## config.mk

```make
export PLATFORM = sky130hd
export DESIGN_NAME = pc_fetch_unit
export DESIGN_NICKNAME = d
export VERILOG_FILES = /design/src/rtl/pc_fetch_pkg.sv /design/src/rtl/pc_adder.sv /design/src/rtl/pc_fetch_unit.sv
export SDC_FILE = /design/constraint.sdc
export NUM_CORES = 1
export LEC_CHECK = 0
export ABC_AREA = 1
export CAP_MARGIN = 10
export CORE_UTILIZATION = 41
export DETAILED_ROUTE_END_ITERATION = 10
export HOLD_SLACK_MARGIN = 0.15
export MAX_ROUTING_LAYER = met4
export PLACE_DENSITY = 0.95
export SYNTH_ARGS = -nofsm -noshare
export SYNTH_HDL_FRONTEND = slang
export SYNTH_SLANG_ARGS = --single-unit
```

## constraint.sdc

```tcl
create_clock -name clk -period 2.81 [get_ports clk]
set_clock_uncertainty 0.1 [all_clocks]
set_input_delay 0.7025 -clock clk [delete_from_list [all_inputs] [get_ports clk]]
set_output_delay 0.7025 -clock clk [all_outputs]
set_load 0.01 [all_outputs]
```

## src/rtl/pc_fetch_pkg.sv

```systemverilog
// pc_fetch_pkg: FSM state encoding and instruction-size constant for pc_fetch_unit.
package pc_fetch_pkg;
    typedef enum logic [1:0] {S_REQ, S_HOLD, S_ERR} state_t;
    localparam int INSN_BYTES = 4;
endpackage

```

## src/rtl/pc_adder.sv

```systemverilog
// pc_adder: N-bit incrementer producing pc + INSN_BYTES, wrapping modulo 2^N.
module pc_adder import pc_fetch_pkg::*; #(
    parameter int N = 32
) (
    input  logic [N-1:0] a,
    output logic [N-1:0] sum
);
    assign sum = a + N'(INSN_BYTES);
endmodule

```

## src/rtl/pc_fetch_unit.sv

```systemverilog
// pc_fetch_unit: PC register and fetch handshake FSM; define PC_FETCH_PERF_CNT_EN to enable fetch_count.
module pc_fetch_unit import pc_fetch_pkg::*; #(
    parameter int          N        = 32,
    parameter logic [N-1:0] RESET_PC = '0
) (
    input  logic         clk,
    input  logic         rst_n,
    input  logic [N-1:0] next_pc_in,
    input  logic         redirect,
    input  logic         stall,
    output logic         imem_req,
    output logic [N-1:0] imem_addr,
    input  logic         imem_ack,
    output logic [N-1:0] pc,
    output logic [N-1:0] pc_plus4,
    output logic         fetch_valid,
    output logic         misalign_err,
    output logic [31:0]  fetch_count
);
    state_t state;
    logic complete, load, bad_load, fv_next;

    always_comb begin
        complete = state == S_REQ && imem_ack;
        load     = !stall && ((state == S_REQ && (imem_ack || redirect)) || state == S_HOLD);
        bad_load = load && next_pc_in[1:0] != 2'b00;
        fv_next  = complete && !bad_load;
    end

    assign imem_req  = state == S_REQ;
    assign imem_addr = pc;

    pc_adder #(.N(N)) u_adder (.a(pc), .sum(pc_plus4));

    always_ff @(posedge clk or negedge rst_n) begin
        if (!rst_n) begin
            state        <= S_REQ;
            pc           <= RESET_PC;
            fetch_valid  <= 1'b0;
            misalign_err <= 1'b0;
        end else begin
            fetch_valid <= fv_next;
            if (bad_load) begin
                state        <= S_ERR;
                misalign_err <= 1'b1;
            end else if (load) begin
                state <= S_REQ;
                pc    <= next_pc_in;
            end else if (complete) begin
                state <= S_HOLD;
            end
        end
    end

`ifdef PC_FETCH_PERF_CNT_EN
    always_ff @(posedge clk or negedge rst_n) begin
        if (!rst_n) fetch_count <= '0;
        else if (fv_next) fetch_count <= fetch_count + 32'd1;
    end
`else
    assign fetch_count = '0;
`endif
endmodule

```

=== Word level (Yosys, flattened, before mapping) ===
Index checks and enable logic that the tools add are counted.

* Bits in registers: 36
* Word-level logic and storage cells: 23
* Output and inout port bits: 131
* Input port bits: 37

* Reductions and logical operators: 13
* Mux-type cells: 3
* Add/sub/neg operators: 1
* Eq/ne operators: 1
* Bitwise logic cells: 1

{| class="wikitable"
|+ Operator list
! operator !! count
|-
| $add 32x3->32 const B || 1
|-
| $mux 2 || 3
|-
| $logic_and 1x1->1 || 5
|-
| $reduce_bool 3->1 || 1
|-
| $eq 2x1->1 const B || 1
|-
| $logic_not 1->1 || 2
|-
| $logic_not 2->1 || 1
|-
| $logic_or 1x1->1 || 2
|-
| $reduce_and 2->1 || 1
|-
| $reduce_bool 2->1 || 1
|-
| $not 1->1 || 1
|}

=== Depth between registers and ports, before layout ===
* Depth in word-level cells: 7
* Gate-level depth with buffers: 8
* Gate-level depth less buffers: 8

=== By module ===
From an unflattened synthesis, not the netlist that was laid out.

* Cells, all modules: 402
* Area, all modules: 2877.8 um^2

{| class="wikitable"
|+ Modules (own cells, without submodules)
! module !! area each (um^2) !! times used !! sequential area each (um^2) !! cells each
|-
| pc_fetch_unit || 1968.1 || 1 || 900.9 || 225
|-
| pc_adder || 909.6 || 1 || 0.0 || 177
|}

=== Worst setup path before layout ===
OpenSTA, ideal clock, no wires.

* Path type: flip-flop to output port
* From: register pc[3] (netlist: imem_addr[3])
* To: output pc_plus4[16]
* Data required time: 2.007 ns
* Path buffers: 0
* Slack: 0.668 ns
* Stages on the path, launching flop included: 6
* Arrival: 1.340 ns
* Cells stage by stage: dfrtp_1 > ha_1 > nand3_1 > nor2_2 > nand3_2 > xnor2_1

* Longest elaborated chain between the ends: 1

{| class="wikitable"
|+ RTL lines
! element !! RTL line !! text
|-
| from (decl) || pc_fetch_unit.sv:14 || <nowiki>output logic [N-1:0] pc,</nowiki>
|-
| from (signal assigned) || pc_fetch_unit.sv:48 || <nowiki>pc <= next_pc_in;</nowiki>
|-
| $add 32x3->32 || pc_adder.sv:8 || <nowiki>assign sum = a + N'(INSN_BYTES);</nowiki>
|-
| to (decl) || pc_fetch_unit.sv:15 || <nowiki>output logic [N-1:0] pc_plus4,</nowiki>
|}

Every way passes these cells.

=== Worst setup path after layout ===
* From: register pc[3] (netlist: imem_addr[3])
* To: output pc_plus4[26]

The elaborated chain is that of the path after synthesis.

==> reports/qor.yml <==
wire_per_inst_um: 13.2
reg2reg_depth: 6
drc_errors: 11
cp.arrival_ns: 1.98
met2_usage: 0.415
io_pins: 168
antenna_found_initial: 0
area_growth_pct: 55.2
tns_ns: 0
required_ns: 2.01
num_rows: 29
ir_drop_mv: 0.193
hp-class: "reg2reg"
dp_hpwl_um: 6170
dp.cells: 576
power.density_nw_per_um2: 267
post-route-min-period_ns: 2.78
globalplace.congestion: 0.858
swShare: 0.254
clock-sinks: 36
leakage_nw: 2.18
met3_usage: 0.0462
total_power_mw: 1.16
r2r_start: "state[0]"
dieArea_um2: 7140
r2r_slack_ns: 1.45
drive_above_1_share: 0.209
fp.dieH_um: 84.5
cts-root-buf: "clkbuf_8"
layout.cells.non_filler: 617
syn_area_per_cell_um2: 6.98
postSynthRegisterBits: 36
violations: "design-rule violations"
internal-power_mw: 0.863
drt-initial-drc-count: 158
clkTransAtPathRegs_ns: 0.07
min_path_cells: 2
p_sw_mw: 0.295
yosys.cell_types.count: 23
cts_hold_buf: 0
htreeDepth: 2
hold_start: "misalign_err"
vias: 2786
crit_type: "reg2out"
n_antenna_cell: 0
io_buffers: 135
numCtsBuffers: 5
top_usage_layer: "met2"
outcome: "complete, but fails checks"
yosys_warnings: 0
fmax_ghz: 0.360
fin_nets: 578
pwr-share-comb: 0.180
relSlewSlack: 0.446
grt_max_degree: 63
syn_area_um2: 2790
detail-route-antenna-nets: 0
cts_tree: "done"
hold_end: "misalign_err"
start_kind: "register"
rsz0062_at_grt: "yes"
reg2reg_to: "imem_addr[27]"
clockBufferDepth: 2
drt-vias-per-instance: 4.52
tightest_slew_ns: 0.831
p_clk_frac: 0.350
syn_inst: 400
final_hold_viol_count: 0
use_met1: 0.260
wl_um: 8160
fin_crit_sh: 0.989
yosysSeqAreaShare: 0.323
start_util: 0.432
critPathMaxFanout: 4
grt.overflow.total: 0
seq_power_share: 0.470
most-common-layout-cells: "115 x clkdlybuf4s50_1, 106 x nand2_1, 46 x inv_1"
grt_pass1_vias: 2636
finalMaxSlewViolations: 0
track_usage: 0.228
die_w_um: 84.5
dr.pass1.iters: 9
grt_pass1_wl_um: 12500
finalSetupViolCount: 0
drv_cap: 0
final_common_cell: "clkdlybuf4s50_1"
cp-end-kind: "primary output"
coreArea_um2: 6460
clk_latency_ns: 0.28
## critical path, cell delays in order, from the launching register on
cell and delay [ns]:
dfrtp_1 0.38, ha_2 0.22, inv_1 0.07, nor2_2 0.15
nand2_2 0.12, inv_1 0.08, nand3_1 0.07, nand2_1 0.07
clkdlybuf4s50_1 0.53
## power by group through the flow
stage                     Sequential [mW]  Combinational [mW]  Clock (mW)
after floorplan                     0.557               0.105           0
after global placement              0.556               0.189           0
after detailed placement            0.557               0.192           0
after CTS                           0.547               0.193       0.417
after global routing                0.546               0.226       0.440
final                               0.545               0.208       0.405
## how the worst max path moves through the flow
| stage | depth (start not counted) | endpoint | slack [ns] | from |
|---|---|---|---|---|
| finish | 8 | pc_plus4[26] | 0.03 | imem_addr[3] |
| detailed placement | 6 | pc_plus4[16] | 0.16 | imem_addr[2] |
| global placement | 6 | pc_plus4[16] | 0.19 | imem_addr[2] |
| floorplan | 5 | pc_plus4[16] | 0.67 | imem_addr[3] |
| CTS | 6 | pc_plus4[16] | -0.07 | imem_addr[2] |
| global route | 8 | pc_plus4[26] | -0.05 | imem_addr[3] |
## Yosys cell counts
master | instances | share of area
nor3_1 | 1 | 0.0018
xor2_1 | 8 | 0.025
nor2_4 | 8 | 0.032
conb_1 | 1 | 0.0013
nand3_2 | 2 | 0.0072
nand2_4 | 2 | 0.0081
dfrtp_1 | 36 | 0.32
o21ai_0 | 20 | 0.036
xnor2_1 | 7 | 0.022
nand2_2 | 5 | 0.011
o21ai_1 | 2 | 0.0036
buf_2 | 4 | 0.0072
or2_2 | 1 | 0.0022
nand3_1 | 10 | 0.018
a21oi_1 | 10 | 0.018
inv_1 | 47 | 0.063
ha_1 | 1 | 0.0045
nor2_1 | 48 | 0.065
clkbuf_1 | 2 | 0.0027
buf_4 | 66 | 0.18
nand2_1 | 109 | 0.15
nand3b_1 | 5 | 0.013
nor2_2 | 5 | 0.011
## flip-flops by register name, summed over array words and instances (netlist names)
| name | count |
|---|---|
| imem_addr | 32 |
| state | 2 |
| fetch_valid | 1 |
| misalign_err | 1 |
## timing repair
action / 4_1_cts / 5_1_grt
buffers inserted: 5 / 29
setup endpoints to repair: 23 / 15
resized for setup: 32 / 35
pin swaps: 5 / 5
## metal layers
metal  vias to the layer above  wire [um]
met5                         -          0
li1                       1386          -
met2                       110       4330
met1                      1277       3200
met4                         0        112
met3                        13        520
## cell families after synthesis
kind of cell             count (synthesis)  synth area share
flip-flops                              36             0.323
adder cells (fa/ha/maj)                  1           0.00448
AO/OA/AOI/OAI                           32            0.0574
other                                    1           0.00134
buffers and inverters                  119             0.251
AND/OR/NAND/NOR                        196             0.316
XOR/XNOR                                15            0.0471
## layout make-up
| cell class | instances | area [um^2] |
|---|---|---|
| inverter | 47 | 180 |
| clock buffer | 7 | 96.3 |
| sequential | 36 | 926 |
| timing repair buffer | 174 | 1660 |
| fill | 585 | 2130 |
| multi-input combinational | 276 | 1380 |
| tap | 77 | 96.3 |
## metrics by stage
step	worst slack, ns	hold WS [ns]	area (um^2)	utilization
6_report	0.0304	0.383	4330	0.671
5_1_grt	-0.0550	0.425	4330	0.671
4_1_cts	-0.0658	0.397	4040	0.625
3_5_place_dp	0.156	0.378	3880	0.600
3_3_place_gp	0.185	0.350	3880	0.600
2_1_floorplan	0.668	0.307	2910	-
No activity file was read; power rests on OpenSTA's default activity.
